**src/rtl/mem_stage.sv**
```systemverilog
`default_nettype none
// ============================================================================
//  Module      : mem_stage
//  Description : Pipeline MEM stage. Issues loads/stores over a req/ack
//                data-memory handshake, stalls upstream while memory is busy,
//                aligns and extends load data, flags misaligned accesses and
//                registers the MEM/WB bundle consumed by wb_stage.
//  Revision    : 1.0 - initial release
// ============================================================================

package mem_stage_pkg;

  typedef struct packed {
    logic [31:0] ALUResult;
    logic [31:0] WriteData;
    logic [31:0] PCPlus4;
    logic [31:0] ImmExt;
    logic [4:0]  Rd;
    logic        RegWrite;
    logic [1:0]  ResultSrc;
    logic        MemRead;
    logic        MemWrite;
    logic [2:0]  funct3;
    logic        valid;
  } exmem_t;

  typedef struct packed {
    logic [31:0] ALUResult;
    logic [31:0] load_data;
    logic [31:0] PCPlus4;
    logic [31:0] ImmExt;
    logic [4:0]  Rd;
    logic        RegWrite;
    logic [1:0]  ResultSrc;
  } memwb_t;

endpackage

module mem_stage
  import mem_stage_pkg::*;
#(
  parameter int XLEN = 32
) (
  input  logic            clk,
  input  logic            reset,
  input  exmem_t          inputs,
  input  logic            flushM,
  output logic            dmem_req,
  output logic            dmem_we,
  output logic [XLEN-1:0] dmem_addr,
  output logic [3:0]      dmem_be,
  output logic [XLEN-1:0] dmem_wdata,
  input  logic            dmem_ack,
  input  logic [XLEN-1:0] dmem_rdata,
  output logic            StallM,
  output logic            misalignM,
  output memwb_t          outputs
);

  typedef enum logic [0:0] {
    S_IDLE = 1'b0,
    S_WAIT = 1'b1
  } state_e;

  state_e state_q, state_d;
  exmem_t pend_q, pend_d;   // copy of the access held on the bus while waiting
  logic   kill_q, kill_d;   // flush seen while waiting: discard the result
  memwb_t out_q, out_d;

  exmem_t          w_cur;
  logic            w_access;
  logic            w_is_byte;
  logic            w_is_half;
  logic            w_misal;
  logic            w_mem_op;
  logic            w_take;
  logic [15:0]     w_shift;
  logic [XLEN-1:0] w_load;

  // While waiting the bus is driven from the captured copy, otherwise from EX/MEM.
  assign w_cur     = (state_q == S_WAIT) ? pend_q : inputs;
  assign w_access  = w_cur.MemRead | w_cur.MemWrite;
  // funct3 100/101 are only meaningful for loads; any unknown code acts as a word.
  assign w_is_byte = (w_cur.funct3 == 3'b000) | ((w_cur.funct3 == 3'b100) & ~w_cur.MemWrite);
  assign w_is_half = (w_cur.funct3 == 3'b001) | ((w_cur.funct3 == 3'b101) & ~w_cur.MemWrite);
  assign w_misal   = (w_is_half & w_cur.ALUResult[0]) |
                     (~w_is_byte & ~w_is_half & (w_cur.ALUResult[1:0] != 2'b00));
  assign w_mem_op  = (state_q == S_IDLE) & w_cur.valid & w_access & ~flushM & ~w_misal;

  assign dmem_req  = (state_q == S_WAIT) | w_mem_op;
  assign StallM    = dmem_req & ~dmem_ack;
  assign misalignM = (state_q == S_IDLE) & w_cur.valid & w_access & ~flushM & w_misal;
  assign dmem_we   = w_cur.MemWrite;
  assign dmem_addr = {w_cur.ALUResult[31:2], 2'b00};

  // Byte-lane enables and store data replicated across the lanes.
  always_comb begin
    dmem_be    = 4'b1111;
    dmem_wdata = w_cur.WriteData;
    if (w_is_byte) begin
      dmem_be    = 4'b0001 << w_cur.ALUResult[1:0];
      dmem_wdata = {4{w_cur.WriteData[7:0]}};
    end else if (w_is_half) begin
      dmem_be    = w_cur.ALUResult[1] ? 4'b1100 : 4'b0011;
      dmem_wdata = {2{w_cur.WriteData[15:0]}};
    end
  end

  assign w_shift = 16'(dmem_rdata >> {w_cur.ALUResult[1:0], 3'b000});

  // Load lane select with sign (LB/LH) or zero (LBU/LHU) extension.
  always_comb begin
    w_load = dmem_rdata;
    if (w_is_byte) begin
      w_load = {{24{~w_cur.funct3[2] & w_shift[7]}}, w_shift[7:0]};
    end else if (w_is_half) begin
      w_load = {{16{~w_cur.funct3[2] & w_shift[15]}}, w_shift[15:0]};
    end
  end

  // Handshake FSM next state and the MEM/WB next value (bubble unless an instruction retires).
  always_comb begin
    state_d = state_q;
    pend_d  = pend_q;
    kill_d  = kill_q;
    w_take  = 1'b0;
    out_d   = '0;
    case (state_q)
      S_IDLE: begin
        if (w_mem_op) begin
          if (dmem_ack) begin
            w_take = 1'b1;
          end else begin
            state_d = S_WAIT;
            pend_d  = inputs;
            kill_d  = 1'b0;
          end
        end else if (w_cur.valid & ~w_access & ~flushM) begin
          w_take = 1'b1;
        end
      end
      S_WAIT: begin
        if (dmem_ack) begin
          state_d = S_IDLE;
          kill_d  = 1'b0;
          w_take  = ~kill_q & ~flushM;
        end else if (flushM) begin
          kill_d = 1'b1;
        end
      end
      default: state_d = S_IDLE;
    endcase
    if (w_take) begin
      out_d.ALUResult = w_cur.ALUResult;
      out_d.load_data = w_cur.MemRead ? w_load : '0;
      out_d.PCPlus4   = w_cur.PCPlus4;
      out_d.ImmExt    = w_cur.ImmExt;
      out_d.Rd        = w_cur.Rd;
      out_d.RegWrite  = w_cur.RegWrite;
      out_d.ResultSrc = w_cur.ResultSrc;
    end
  end

  // State, captured access and MEM/WB register.
  always_ff @(posedge clk) begin
    if (reset) begin
      state_q <= S_IDLE;
      pend_q  <= '0;
      kill_q  <= 1'b0;
      out_q   <= '0;
    end else begin
      state_q <= state_d;
      pend_q  <= pend_d;
      kill_q  <= kill_d;
      out_q   <= out_d;
    end
  end

  assign outputs = out_q;

endmodule

`default_nettype wire

```
**config.mk**
```make
export PLATFORM = sky130hd
export DESIGN_NAME = mem_stage
export DESIGN_NICKNAME = d
export VERILOG_FILES = /design/src/rtl/mem_stage.sv
export SDC_FILE = /design/constraint.sdc
export NUM_CORES = 1
export LEC_CHECK = 0
export ABC_AREA = 1
export ABC_CLOCK_PERIOD_IN_PS = 3300
export CAP_MARGIN = 20
export CORE_UTILIZATION = 47
export DETAILED_ROUTE_END_ITERATION = 16
export PLACE_DENSITY = 0.78
export SKIP_LAST_GASP = 1
export SLEW_MARGIN = 10
export SYNTH_ARGS = -nofsm -noshare
export SYNTH_HDL_FRONTEND = slang
export SYNTH_SLANG_ARGS = --single-unit
export TNS_END_PERCENT = 20
```
**constraint.sdc**
```tcl
create_clock -name clk -period 3.3 [get_ports clk]
set_clock_uncertainty 0.1 [all_clocks]
set_input_delay 0.99 -clock clk [delete_from_list [all_inputs] [get_ports clk]]
set_output_delay 0.99 -clock clk [all_outputs]
set_load 0.05 [all_outputs]
```
# [Word-level counts from Yosys, hierarchy flattened]
# Cells that the tools add are included.
# Widths: inputs -> output; s select.
[totals] register_bits=280 in_bits=178 output_inout_bits=208 word_cells=88
[op_classes] n_eq_ne=6 shifts=2 n_mux=21 n_bitwise=33 n_reduce_logical=6
[op_table] op="$mux 142" count=1
[op_table] op="$mux 32" count=4
[op_table] op="$shr 32x5->16" count=1
[op_table] op="$and 1x1->1" count=16
[op_table] op="$mux 4" count=3
[op_table] op="$not 1->1" count=12
[op_table] op="$mux 1" count=10
[op_table] op="$eq 3x3->1 const B" count=2
[op_table] op="$pmux 1 s2" count=3
[op_table] op="$reduce_and 3->1" count=2
[op_table] op="$or 1x1->1" count=5
[op_table] op="$ne 2x2->1 const B" count=2
[op_table] op="$shl 1x2->4 const A" count=1
[op_table] op="$eq 3x1->1 const B" count=1
[op_table] op="$logic_not 3->1" count=1
[op_table] op="$ne 3x3->1 const B" count=1
[op_table] op="$reduce_or 3->1" count=1
[op_table] op="$reduce_bool 2->1" count=1
[op_table] op="$reduce_or 2->1" count=1

# [Longest topological paths before layout]
[depth] word_depth=14 mapped_depth=14 ltp_nobuf=13

# [Worst setup path before layout]
# OpenSTA, ideal clock, no wires.
[synth_path] path_kind="input port to output port" start="input inputs[4] (netlist name)" end="output dmem_wdata[29]" arrival_ns=3.140 t_required_ns=2.210 slack_ns=-0.930 stages=9 n_path_buf=1 cell_sequence="nand2_1 > nand2_2 > nand2_1 > nand2_1 > buf_2 > nand2_1 > nand2_1 > nor2_1 > a31oi_1"
[synth_via] elab_chain_cells=6 elab_cells_between_ends=8 classes_between="mux (3); bitwise (5)"
[synth_rtl] item="start: declaration" line="46" text="input exmem_t inputs,"
[synth_rtl] item="$mux 142 *" line="81" text="assign w_cur = (state_q == S_WAIT) ? pend_q : inputs;"
[synth_rtl] item="named net dmem_we" line="49" text="output logic dmem_we,"
[synth_rtl] item="$not 1->1 *" line="84, 85"
[synth_rtl] item="$and 1x1->1" line="85" text="assign w_is_half = (w_cur.funct3 == 3'b001) | ((w_cur.funct3 == 3'b101) & ~w_cur.MemWrite);"
[synth_rtl] item="$or 1x1->1" line="85"
[synth_rtl] item="$mux 32" line="103" text="end else if (w_is_half) begin"
[synth_rtl] item="$mux 32 *" line="100" text="if (w_is_byte) begin"
[synth_rtl] item="end: declaration" line="52" text="output logic [XLEN-1:0] dmem_wdata,"
# The timed path passes the listed nets; every way through them passes the cells marked *.

# [Worst setup path after layout]
[layout_path] start="input inputs[91] (netlist name)" end="output dmem_wdata[29]"
[layout_via] elab_chain_cells=3
[layout_rtl] item="$mux 142" line="81"
[layout_rtl] item="$mux 32" line="103"
[layout_rtl] item="$mux 32" line="100"
# No other way between the ends.

==> impl_metrics.py <==
metrics = {
    "cells_and_area": {
        "final_net_count": 2254,
        "areaGrowthSynthToFinish_pct": 53.4,
        "multi_input_area_mm2": 0.00517,
        "num-fill-cells": 1854,
        "seq_area_mm2": 0.00561,
        "layout-drive-gt1-share_pct": 14.7,
        "utilization_pct": 74.4,
    },
    "worst_setup_path": {
        "startpoint_type": "input port",
        "cp.arrival_ns": 2.24,
        "cp_max_fo": 2,
        "rr_endpoint": "pend_q[36]",
        "reg2reg_depth": 12,
        "crit_required_ns": 2.21,
        "crit_start": "inputs[91]",
        "setup.worst_path.class": "input port to output port",
        "endpoint_kind": "output port",
        "r2r_slack_ns": 0.58,
        "r2r_start": "state_q",
    },
    "global_routing": {
        "grt_antenna_before_repair": 8,
        "grt_start_max_net_pins": 129,
        "grtUsageTotal_pct": 27.7,
        "overflow": 0,
        "grt_pass1_wl_mm": 58.0,
        "first_global_vias": 11400,
    },
    "synthesis": {
        "synth_seq_cells": 280,
        "netlist.area_leader.share_pct": 47.0,
        "synth_seq_area_share_pct": 47.0,
        "synth.avg_cell_area_um2": 6.94,
        "syn_inst": 1718,
        "yosysTopAreaCell": "dfxtp_1",
        "synth_flop_cell": "dfxtp_1",
        "synthDistinctLibCells": 28,
        "syn_area_mm2": 0.0119,
        "synthArstFlopShare_pct": 0,
        "yosys_warnings": 0,
        "yosys-top-cells-area": "dfxtp_1, nand2_1, o21ai_0",
        "synth_edf_count": 0,
    },
    "power": {
        "leakagePower_nw": 7.98,
        "max-vdd-ir-drop_v": 0.000448,
        "power_mw": 8.89,
        "powerDensity_mw_per_mm2": 486,
    },
    "sta": {
        "max_freq_ghz": 0.301,
        "worst_pin_slew_ns": 1.06,
        "relSlewSlack_pct": 29.4,
        "finalSetupViolCount": 2,
        "slew_violations": 0,
        "period_needed_ns": 3.33,
        "period_share_pct": 101,
        "rsz0062_at_grt": "true",
        "hold_violations": 0,
        "fin_ws_ns": -0.0261,
    },
    "floorplan": {
        "coreArea_mm2": 0.0246,
        "die_w_um": 161,
        "num_io_pins": 386,
        "initial_core_util_pct": 48.5,
        "dieHeight_um": 161,
        "rows": 57,
        "die_area_mm2": 0.0260,
    },
    "clock_network": {
        "clkTransAtPathRegs_ns": 0.06,
        "cts.sinks": 280,
        "clockRootBuffer": "clkbuf_16",
        "cts_buffers": 29,
        "cts-htree-levels": 1,
        "cts_tree": "built",
        "clk_latency_ns": 0.54,
        "clockBufferDepth": 3,
    },
    "drt": {
        "first_iter_violations": 797,
        "wirelength_mm": 37.3,
        "drtAntennaViolNets": 0,
        "drcViolationCount": 0,
        "routed_via_density": 4.95,
        "drt-wirelength-per-cell_um": 15.4,
        "drt_pass1_iterations": 5,
        "dr_total_vias": 12000,
    },
    "run_status": {
        "outcome": "finished with violations",
        "violations": "setup timing",
    },
    "place": {
        "dpl.hpwl_mm": 25.7,
        "io_buffers": 383,
        "gp_congestion": 0.907,
    },
    "worst_hold_path": {
        "hp-start": "pend_q[127]",
        "worstHoldPathType": "register to register",
        "whs_endpoint": "pend_q[127]",
        "hold_depth": 2,
    },
    "run": {
        "cap_violations": 0,
    },
}
## per-layer routing
layer | vias up | share of wire [%] | GRT usage (%) | wire (um)
met5 | - | 0.12 | 0 | 43
met2 | 416 | 49 | 49.5 | 18300
met4 | 6 | 4.3 | 11.6 | 1620
li1 | 6014 | - | - | -
met3 | 94 | 7.8 | 7.76 | 2920
met1 | 5497 | 39 | 30.8 | 14400
## critical path, stage by stage
cell             delay [ns]
clkdlybuf4s50_1        0.48
nand2_1                0.06
nand2_1                0.15
nand2_1                0.09
nand2_2                0.10
nor2_4                 0.04
a31oi_4                0.16
buf_12                 0.16
## where the power goes
part           switching (mW)  internal (mW)  total [mW]
Combinational            1.09          0.816        1.91
Sequential             0.0324           3.49        3.52
Clock                    1.37           2.10        3.46
Total                    2.49           6.40        8.89
## logic make-up (layout without fill, tap and decap cells)
logic type | Yosys count | after routing | synth area share (%)
other | 1 | 7 | 0.0314
buffers and inverters | 341 | 721 | 13.6
flip-flops | 280 | 280 | 47.0
AO/OA/AOI/OAI | 374 | 374 | 15.9
AND/OR/NAND/NOR | 722 | 722 | 23.5
## worst max path at each step
stage,slack [ns],endpoint,depth (start not counted)
2_1_floorplan,-0.25,dmem_wdata[31],8
3_3_place_gp,-0.52,dmem_be[2],10
3_5_place_dp,-0.57,dmem_be[2],10
4_1_cts,-0.12,dmem_wdata[31],6
5_1_grt,-0.09,dmem_wdata[30],7
6_report,-0.03,dmem_wdata[29],8
## stage by stage
stage	setup WS [ns]	TNS (ns)	instance area [um^2]	instances	hold slack [ns]
3_3_place_gp	-0.520	-20.43	16700	2350	0.333
6_report	-0.0261	-0.0415	18300	2428	0.350
3_5_place_dp	-0.569	-28.77	16700	2350	0.341
5_1_grt	-0.0886	-0.597	18300	2427	0.362
4_1_cts	-0.118	-0.165	18100	2416	0.350
2_1_floorplan	-0.253	-2.43	12100	1719	0.324
## registers in the layout, indices dropped and copies added (netlist names)
register	flops
state_q	1
pend_q	142
kill_q	1
outputs	136
## what timing repair did
| item | CTS | global route |
|---|---|---|
| pin swaps | 25 | 16 |
| hold buffers | 0 | 0 |
| setup endpoints to repair | 35 | 28 |
| buffers inserted | 10 | 6 |
| gates cloned | 2 | 1 |
| resized for setup | 100 | 23 |
## area by class of cell
type	count	area share (%)
Clock inverter	13	0.848
Timing Repair Buffer	474	29.1
Tap cell	324	2.21
Timing Repair inverter	1	0.0342
Clock buffer	41	4.82
Inverter	192	4.04
Antenna cell	5	0.0684
Sequential cell	280	30.6
Multi-Input combinational cell	1098	28.3
## layout by cell type (no fill, tap or decap), drive strengths merged
cell             n
a21oi           83
dfxtp          280
conb             2
dlygate4sd2      2
nor2           249
clkdlybuf4s50  303
inv            191
o221ai           1
buf            165
o211ai           1
clkinv           9
clkbuf          42
diode            5
nor3             1
nand3           19
nand4            6
o21ai          284
a31oi            5
clkinvlp         3
bufinv           3
dlymetal6s2s     3
nand2          447
## cells in the mapped netlist (2+ instances only)
master and number:
nand4_1 6, buf_6 20, nand2_2 6, clkbuf_1 53
buf_2 27, o21ai_0 203, nor2_1 245, o21ai_1 80
inv_1 186, inv_2 4, a21oi_1 82, nand3_2 3
nor2_2 3, nand2_1 440, buf_1 6, nand3_1 16
clkinv_1 2, buf_4 43, a31oi_1 5, dfxtp_1 280
No activity file was read; power rests on OpenSTA's default activity.
